--- src/rtl/issue_arbiter_pkg.sv ---
// Shared types and fixed writeback latencies for the issue stage.
// Thread index width is fixed here; NUM_THREADS must not exceed 2**THREAD_IDX_W.
package issue_arbiter_pkg;

    typedef enum logic [1:0] {
        PIPE_INT_ARITH   = 2'd0,
        PIPE_MEM         = 2'd1,
        PIPE_FLOAT_ARITH = 2'd2
    } pipeline_sel_t;

    localparam int THREAD_IDX_W = 2;
    typedef logic [THREAD_IDX_W-1:0] local_thread_idx_t;

    localparam int LAT_INT_ARITH   = 3;
    localparam int LAT_MEM         = 4;
    localparam int LAT_FLOAT_ARITH = 7;

    // Unused encodings fall back to the integer latency.
    function automatic int pipe_latency(input pipeline_sel_t pipe);
        case (pipe)
            PIPE_MEM:         return LAT_MEM;
            PIPE_FLOAT_ARITH: return LAT_FLOAT_ARITH;
            default:          return LAT_INT_ARITH;
        endcase
    endfunction

endpackage

--- src/rtl/issue_arbiter_rr_arbiter.sv ---
// Round-robin priority picker: one-hot grant, search starts one past the last grant.
// The pointer only moves when the caller signals that the grant was taken.
module rr_arbiter #(
    parameter int NUM_REQ = 4
) (
    input  logic               clk,
    input  logic               reset,
    input  logic [NUM_REQ-1:0] req,
    input  logic               update,
    output logic [NUM_REQ-1:0] grant
);

    localparam int IDX_W = (NUM_REQ > 1) ? $clog2(NUM_REQ) : 1;

    logic [IDX_W-1:0] last_grant;
    logic [IDX_W-1:0] grant_idx;

    always_comb begin
        logic             found;
        logic [IDX_W-1:0] cand;
        grant     = '0;
        grant_idx = last_grant;
        found     = 1'b0;
        cand      = '0;
        for (int i = 1; i <= NUM_REQ; i++) begin
            cand = IDX_W'((int'(last_grant) + i) % NUM_REQ);
            if (!found && req[cand]) begin
                grant[cand] = 1'b1;
                grant_idx   = cand;
                found       = 1'b1;
            end
        end
    end

    // Reset pointer to the last thread so thread 0 wins first.
    always_ff @(posedge clk or posedge reset) begin
        if (reset)
            last_grant <= IDX_W'(NUM_REQ - 1);
        else if (update)
            last_grant <= grant_idx;
    end

endmodule

--- src/rtl/issue_arbiter.sv ---
// Per-cycle issue selection across hardware threads with a single-port
// writeback reservation window to avoid writeback collisions.
module issue_arbiter
    import issue_arbiter_pkg::*;
#(
    parameter int NUM_THREADS = 4,
    parameter int WB_SLOTS    = 8
) (
    input  logic                            clk,
    input  logic                            reset,
    input  logic          [NUM_THREADS-1:0] thread_en,
    input  logic          [NUM_THREADS-1:0] ts_ready,
    input  pipeline_sel_t [NUM_THREADS-1:0] ts_pipeline,
    input  logic          [NUM_THREADS-1:0] ts_has_dest,
    output logic          [NUM_THREADS-1:0] will_issue,
    output logic                            issue_valid,
    output local_thread_idx_t               issue_thread_idx,
    output pipeline_sel_t                   issue_pipeline
);

    localparam int SLOT_W = $clog2(WB_SLOTS);

    logic [WB_SLOTS-1:0]    wb_reserved;
    logic [WB_SLOTS-1:0]    wb_reserved_next;
    logic [NUM_THREADS-1:0] candidate;
    logic [NUM_THREADS-1:0] grant;
    logic                   grant_has_dest;
    int                     grant_lat;

    // A thread with a destination may only issue if its writeback slot is free.
    always_comb begin
        for (int t = 0; t < NUM_THREADS; t++) begin
            candidate[t] = thread_en[t] & ts_ready[t] &
                           ~(ts_has_dest[t] & wb_reserved[SLOT_W'(pipe_latency(ts_pipeline[t]))]);
        end
    end

    rr_arbiter #(
        .NUM_REQ (NUM_THREADS)
    ) u_rr_arbiter (
        .clk    (clk),
        .reset  (reset),
        .req    (candidate),
        .update (issue_valid),
        .grant  (grant)
    );

    always_comb begin
        will_issue       = reset ? '0 : grant;
        issue_valid      = |will_issue;
        issue_thread_idx = '0;
        issue_pipeline   = PIPE_INT_ARITH;
        grant_has_dest   = 1'b0;
        for (int t = 0; t < NUM_THREADS; t++) begin
            if (will_issue[t]) begin
                issue_thread_idx = local_thread_idx_t'(t);
                issue_pipeline   = ts_pipeline[t];
                grant_has_dest   = ts_has_dest[t];
            end
        end
        grant_lat = pipe_latency(issue_pipeline);
    end

    // Window shifts toward "now"; a new claim lands at LAT-1 since one cycle elapses.
    always_comb begin
        wb_reserved_next = '0;
        for (int k = 0; k < WB_SLOTS - 1; k++) begin
            wb_reserved_next[k] = wb_reserved[k+1] |
                                  (issue_valid & grant_has_dest & (grant_lat == k + 1));
        end
    end

    always_ff @(posedge clk or posedge reset) begin
        if (reset)
            wb_reserved <= '0;
        else
            wb_reserved <= wb_reserved_next;
    end

endmodule

--- config.mk ---
export PLATFORM = sky130hd
export DESIGN_NAME = issue_arbiter
export DESIGN_NICKNAME = d
export VERILOG_FILES = /design/src/rtl/issue_arbiter_pkg.sv /design/src/rtl/issue_arbiter_rr_arbiter.sv /design/src/rtl/issue_arbiter.sv
export SDC_FILE = /design/constraint.sdc
export NUM_CORES = 1
export LEC_CHECK = 0
export ABC_AREA = 1
export CAP_MARGIN = 30
export CORE_UTILIZATION = 52
export CTS_BUF_LIST = sky130_fd_sc_hd__clkbuf_8
export CTS_CLUSTER_SIZE = 30
export DETAILED_ROUTE_END_ITERATION = 8
export HOLD_SLACK_MARGIN = 0.08
export PLACE_DENSITY = 0.83
export SYNTH_ARGS = -nofsm -noshare
export SYNTH_HDL_FRONTEND = slang
export SYNTH_SLANG_ARGS = --single-unit
--- constraint.sdc ---
create_clock -name clk -period 3.5 [get_ports clk]
set_clock_uncertainty 0.1 [all_clocks]
set_input_delay 0.525 -clock clk [delete_from_list [all_inputs] [get_ports clk]]
set_output_delay 0.525 -clock clk [all_outputs]
set_load 0.1 [all_outputs]
==> results of run 1 <==
-- synthesized netlist by cell type --
cell,number
a21oi_2,2
nor2_1,8
nand2_1,61
nand3_1,33
o21ai_1,4
inv_1,37
nor2_2,3
dfstp_2,2
nand2_4,5
nor2_8,1
ha_1,14
nor2_4,2
nand3_4,3
nand2_8,1
a21oi_1,3
inv_2,4
o21ai_0,4
dfrtp_1,7
nand2_2,8
-- metrics by stage --
step	cell area [um2]	std cells
CTS	2070	286
floorplan	1310	202
global placement	1870	277
detailed placement	1870	277
-- cells by family after synthesis --
logic type      count (synthesis)  synth area share (%)
flops                           9                  17.6
compound gates                 13                  5.61
fa+ha+maj                      14                  13.5
buf+inv                        41                  11.9
simple gates                  125                  51.4
-- repair_timing --
item                                    4_1_cts
buffers inserted                              5
hold endpoints to repair                      0
endpoints found under the setup margin        8
pin swaps                                    22
gates resized for setup                      37
==> flow_summary.toml, run 1 <==
[die]
die_x_um = 51.9
pin_count = 31
start_util_pct = 56.8
dieHeight_um = 51.9
rows = 17

[synth]
netlist_instances = 202
ys_seq_area_share_pct = 17.6
synth_area_leader_cell = "nand2_1"
yosysWarningCount = 0
synth_fp_nets = 238
syn_area_per_cell_um2 = 6.40
yosys_register_bits = 9
ys_types = 19
synth.top_cell.area_share_pct = 17.7
synth.top_cells.by_area = "nand2_1 (18%), dfrtp_1 (14%), ha_1 (14%), nand3_1 (13%), inv_1 (11%)"
synthesis.area_um2 = 1290

[outcome]
outcome = "did not finish"
failing_step = "global routing"
stop_error = "[ERROR DPL-0038] Utilization greater than 100%, impossible to legalize"

[placement]
portBuffers = 30
dp_slack_ns = -0.325
dp_hpwl_um = 2980
gp_congestion = 0.919

[clocking]
cts_buffer_depth = 2
ctsHoldBuffers = 0
numCtsBuffers = 3
cts-root-buf = "clkbuf_8"
h-tree-depth = 1
cts.sinks = 9

[grt]
grt_max_degree = 11

[sta]
endpoint_type = "output port"
worst_endpoint = "issue_pipeline[1]"
==> run 2, diff against run 1 <==
--- a/config.mk
+++ b/config.mk
@@ -7,12 +7,10 @@
 export LEC_CHECK = 0
 export ABC_AREA = 1
 export CAP_MARGIN = 30
-export CORE_UTILIZATION = 52
-export CTS_BUF_LIST = sky130_fd_sc_hd__clkbuf_8
-export CTS_CLUSTER_SIZE = 30
+export CORE_AREA = 2 2 63 65
 export DETAILED_ROUTE_END_ITERATION = 8
-export HOLD_SLACK_MARGIN = 0.08
-export PLACE_DENSITY = 0.83
+export DIE_AREA = 0 0 65 67
+export PLACE_DENSITY_LB_ADDON = 0.15
 export SYNTH_ARGS = -nofsm -noshare
 export SYNTH_HDL_FRONTEND = slang
 export SYNTH_SLANG_ARGS = --single-unit
==> run 2 against run 1 <==
The run now ends clean. Synthesized area is the same. Synthesized cell count is the same.
==> flow_summary.toml, run 2 <==
[sta]
fin_ws_ns = 0.121
finalCritPeriodShare_pct = 96.5
hold_violations = 0
holdWs_ns = 0.246
fin_crit_ns = 3.38
drv_slew = 0
worst_pin_slew_ns = 0.481
setup_viol = 0
final.setup.tns_ns = 0
relSlewSlack_pct = 67.9
clock.fmax_mhz = 296

[setup_path]
reg2reg_slack_ns = 0.38
crit_type = "in2out"
path_cells = "clkdlybuf4s15_1 > inv_2 > ha_4 > inv_1 > a21oi_2 > nand2_2 > nand3_4 > nand3_4 > nand2_8 > nand2_8 > nor2_8 > nand3_2 > nand2_2 > nand2_2 > nor2_2 > nand2_1 > nand2_1 > nand2_1 > nand2_1 > nand2_2 > clkinv_4 > buf_12"
crit_end = "issue_pipeline[1]"
worstPathMaxFanout = 6
slowest_delay_ns = 0.26
crit_arrival_ns = 2.75
reg2reg_depth = 19
critPathTopFamily = "simple AND/OR/NAND/NOR gates"
cp-startpoint = "ts_pipeline[1]"
cp_slowest_cell = "ha_4"
cp_num_cells = 22
crit_required_ns = 2.87
rr_endpoint = "wb_reserved[2]"
path_buf_inv = 5
crit_path_end_kind = "output pin"
start_kind = "input port"
rr_startpoint = "u_rr_arbiter.last_grant[1]"

[final_layout]
final_cell_mix = "nand2_1 (50), buf_4 (33), inv_1 (30)"
fin_cells = 317
largestRegisters = "wb_reserved: 7 flops, u_rr_arbiter.last_grant: 2 flops"
drive_above_1_share_pct = 47.6
antenna_cells = 0
largest_reg_flops = 7
largest_register = "wb_reserved"
final_common_cell = "nand2_1"
final_nets = 306
area_growth_syn_to_layout_pct = 74.4

[drt]
viasPerCell = 4.56
drtAntennaViolNets = 0
first_iter_violations = 60
wl_per_cell_um = 11.5
vias = 1447
wl_um = 3640
drtPass1Iterations = 4
drc_errors = 0

[synth]
synth_fp_nets = 238
netlist_instances = 202
synth.top_cells.by_area = "nand2_1 (18%), dfrtp_1 (14%), ha_1 (14%), nand3_1 (13%), inv_1 (11%)"
syn_area_per_cell_um2 = 6.40
synth_area_leader_cell = "nand2_1"
synth-main-ff-cell = "dfrtp_1"
synth.top_cell.area_share_pct = 17.7
yosys_register_bits = 9
synth_edf_count = 0
yosys-top-cells-count = "nand2_1 (61), inv_1 (37), nand3_1 (33)"
ys_types = 19
yosysWarningCount = 0
synthesis.area_um2 = 1290
async_flop_share_pct = 100
ys_seq_area_share_pct = 17.6
yosysMostFrequentCell = "nand2_1"

[die]
core_um2 = 3610
pin_count = 31
start_util_pct = 35.9
dieArea_um2 = 4360
dieHeight_um = 67
rows = 22
die_x_um = 65

[clocking]
numCtsBuffers = 3
cts_buffer_depth = 2
clk_latency_ns = 0.23
cts-root-buf = "clkbuf_8"
clkTransAtPathRegs_ns = 0.04
cts_tree = "done"
cts.sinks = 9
h-tree-depth = 1

[grt]
grt_pass1_wl_um = 5800
globalRouteOverflowTotal = 0
grt_pass1_vias = 1360
grt_usage_pct = 17.0
antenna_found_initial = 0
grt_max_degree = 11

[placement]
place_inst = 301
dp_slack_ns = -0.254
gp_congestion = 0.884
dp_hpwl_um = 2700
portBuffers = 30

[worst_hold_path]
hold_path.class = "reg2reg"

[outcome]
outcome = "finished clean"

[run]
cap_violations = 0
run 2: cell counts after synthesis:
No cell type changed its count.
run 2: worst min path at each step:
stage	start	endpoint	slack, ns	cells after the start
6_report	wb_reserved[5]	wb_reserved[4]	0.25	0
5_1_grt	wb_reserved[1]	wb_reserved[0]	0.25	0
4_1_cts	wb_reserved[5]	wb_reserved[4]	0.25	0
3_5_place_dp	wb_reserved[5]	wb_reserved[4]	0.24	0
3_3_place_gp	wb_reserved[2]	wb_reserved[1]	0.23	0
2_1_floorplan	wb_reserved[1]	wb_reserved[0]	0.23	0
run 2: metal layers:
metal | wire [um] | up-vias | track usage [%] | part of all wire, %
met5 | 0 | - | 0 | 0
met4 | 29 | 0 | 4.79 | 0.80
met3 | 70 | 4 | 1.69 | 1.9
met2 | 1840 | 20 | 29.4 | 51
met1 | 1700 | 659 | 22.4 | 47
li1 | - | 764 | - | -
run 2: repair_timing:
action,in CTS,in global routing
hold buffers,0,0
pin swaps,18,26
setup buffers,4,8
endpoints found under the setup margin,6,7
hold endpoints to repair,0,0
gates resized for setup,27,45
run 2: cell families after synthesis:
| group | after synthesis | synth area share (%) |
|---|---|---|
| buffers and inverters | 41 | 11.9 |
| and+or+nand+nor | 125 | 51.4 |
| DFF | 9 | 17.6 |
| adders and majority gates | 14 | 13.5 |
| AOI/OAI and AO/OA | 13 | 5.61 |
run 2: layout make-up:
type                       instances  area [um2]
fill                             318        1350
clock buffer                       4        45.0
inverter                          41         166
sequential                         9         228
tap                               48        60.1
timing repair buffer              63         613
multi-input combinational        152        1140
run 2: stage by stage:
stage | util (%) | area (um2)
finish | 62.6 | 2260
global route | 62.6 | 2260
CTS | 57.4 | 2070
detailed placement | 53.3 | 1920
global placement | 53.3 | 1920
floorplan | - | 1310
run 2: worst reg2reg max path, stage by stage, from the launching register on:
cell and delay (ns):
dfstp_2 0.56, inv_1 0.06, ha_2 0.39, inv_1 0.10
nand3_4 0.14, nand2_8 0.09, buf_4 0.15, nand3_1 0.07
nand2_1 0.06, nor2_2 0.12, nand2_1 0.09, nand2_4 0.13
clkinvlp_4 0.11, nand2_1 0.07, nand2_2 0.08, buf_4 0.13
buf_4 0.12, ha_1 0.27, nand3_1 0.08, nand2_1 0.06
Power of run 2 is not shown: default switching activity piles up to over one toggle a cycle in this logic, so the estimate is an artifact.
==> run 3, diff against run 2 <==
--- a/config.mk
+++ b/config.mk
@@ -8,6 +8,7 @@
 export ABC_AREA = 1
 export CAP_MARGIN = 30
 export CORE_AREA = 2 2 63 65
+export CTS_BUF_LIST = sky130_fd_sc_hd__clkbuf_2
 export DETAILED_ROUTE_END_ITERATION = 8
 export DIE_AREA = 0 0 65 67
 export PLACE_DENSITY_LB_ADDON = 0.15
==> run 3 against run 2 <==
First-iteration DRC count up 20%. Flip-flop and latch count stayed put. Setup slack better by 0.011 ns. Final area decreased by 0.78%. Hold slack better by 0.0036 ns. Utilization fell by 0.49 points. Critical path depth grew 1.
==> flow_summary.toml, run 3 (same netlist as run 2, synthesis figures left out) <==
[sta]
drv_slew = 0
final.setup.tns_ns = 0
hold_violations = 0
finalCritPeriodShare_pct = 96.2
worst_pin_slew_ns = 0.471
setup_viol = 0
fin_ws_ns = 0.132
relSlewSlack_pct = 68.6
clock.fmax_mhz = 297
fin_crit_ns = 3.37
holdWs_ns = 0.250

[outcome]
outcome = "finished clean"

[final_layout]
final_nets = 306
final_common_cell = "nand2_1"
largest_register = "wb_reserved"
drive_above_1_share_pct = 48.3
largestRegisters = "wb_reserved: 7 flops, u_rr_arbiter.last_grant: 2 flops"
final_cell_mix = "nand2_1 (49), buf_4 (33), inv_1 (31)"
largest_reg_flops = 7
area_growth_syn_to_layout_pct = 73.0
final_core_util_pct = 62.1
antenna_cells = 0

[setup_path]
crit_path_end_kind = "output pin"
crit_type = "in2out"
crit_arrival_ns = 2.74
crit_required_ns = 2.87
start_kind = "input port"
worstPathMaxFanout = 6

[drt]
routed-wl-met3_um = 104
drc_errors = 0
vias = 1465
wl_um = 3630
drtAntennaViolNets = 0
top_layer = "met4"
drt-met1-wl_um = 1630
routed-wl-met2_um = 1860
first_iter_violations = 72
wl_per_cell_um = 11.4
viasPerCell = 4.62
drtPass1Iterations = 4

[die]
dieHeight_um = 67
core_um2 = 3610
pin_count = 31
rows = 22
dieArea_um2 = 4360
die_x_um = 65
start_util_pct = 35.9

[grt]
globalRouteOverflowTotal = 0
grt_usage_pct = 16.8
antenna_found_initial = 0
grt_pass1_vias = 1366
grt_max_degree = 11
grt_pass1_wl_um = 5790

[clocking]
cts.sinks = 9
cts_tree = "done"
clkTransAtPathRegs_ns = 0.07
numCtsBuffers = 3
cts-root-buf = "clkbuf_2"
cts_buffer_depth = 2
ctsHoldBuffers = 0
h-tree-depth = 1
clk_latency_ns = 0.23

[placement]
dp_slack_ns = -0.254
dp_hpwl_um = 2700
gp_congestion = 0.884
portBuffers = 30

[run]
cap_violations = 0

[worst_hold_path]
hold_path.class = "reg2reg"
[run 3: cell types whose count changed in the layout (fill, tap and decap cells not counted), sizes merged]
cell	previous run	this run
clkbuf	9	10
clkdlybuf4s15	3	2
[run 3: worst max-delay path, cell delays in order]
cell and delay (ns):
clkdlybuf4s15_1 0.20, inv_2 0.05, ha_4 0.26, inv_1 0.04
a21oi_2 0.13, nand2_2 0.09, nand3_4 0.08, nand3_4 0.12
nand2_8 0.13, buf_4 0.12, nand3_2 0.06, nand2_1 0.08
nor2_2 0.05, nand2_2 0.09, nand2_2 0.08, inv_2 0.09
nand2_1 0.05, nand2_1 0.06, nand2_1 0.05, nand2_1 0.08
nand2_2 0.08, clkinv_4 0.06, buf_12 0.16
[run 3: metal layers]
layer | track usage [%] | up-vias
met5 | 0 | -
met3 | 1.69 | 4
met2 | 29.6 | 28
met4 | 3.19 | 0
li1 | - | 766
met1 | 22.2 | 667
[run 3: area by class of cell]
type                    count  area, um2
clock buffers               4       20.0
well taps                  48       60.1
repair buffers             63        608
inverters                  41        166
multi-input cells         152       1160
flip-flops and latches      9        228
fillers                   318       1370
[run 3: final timing paths]
path,slack [ns],from,endpoint,cells after the start
worst min register to register,0.25,wb_reserved[5],wb_reserved[4],0
worst max-delay path,0.13,ts_pipeline[1],issue_pipeline[1],23
worst min-delay path,0.25,wb_reserved[5],wb_reserved[4],0
min in group asynchronous,0.50,reset,wb_reserved[0],2
worst max register to register,0.41,u_rr_arbiter.last_grant[1],wb_reserved[2],21
max in group asynchronous,2.34,reset,wb_reserved[4],3
[run 3: through the flow]
| stage | instance area [um2] | instances |
|---|---|---|
| 6_report | 2240 | 317 |
| 3_3_place_gp | 1920 | 301 |
| 5_1_grt | 2240 | 317 |
| 4_1_cts | 2050 | 309 |
| 3_5_place_dp | 1920 | 301 |
| 2_1_floorplan | 1310 | 202 |
[run 3: timing repair]
action	in CTS	in global routing
gates resized for setup	28	47
endpoints found under the setup margin	6	6
pin swaps	18	26
buffers inserted	4	8
Power of run 3 is left out for the same reason.
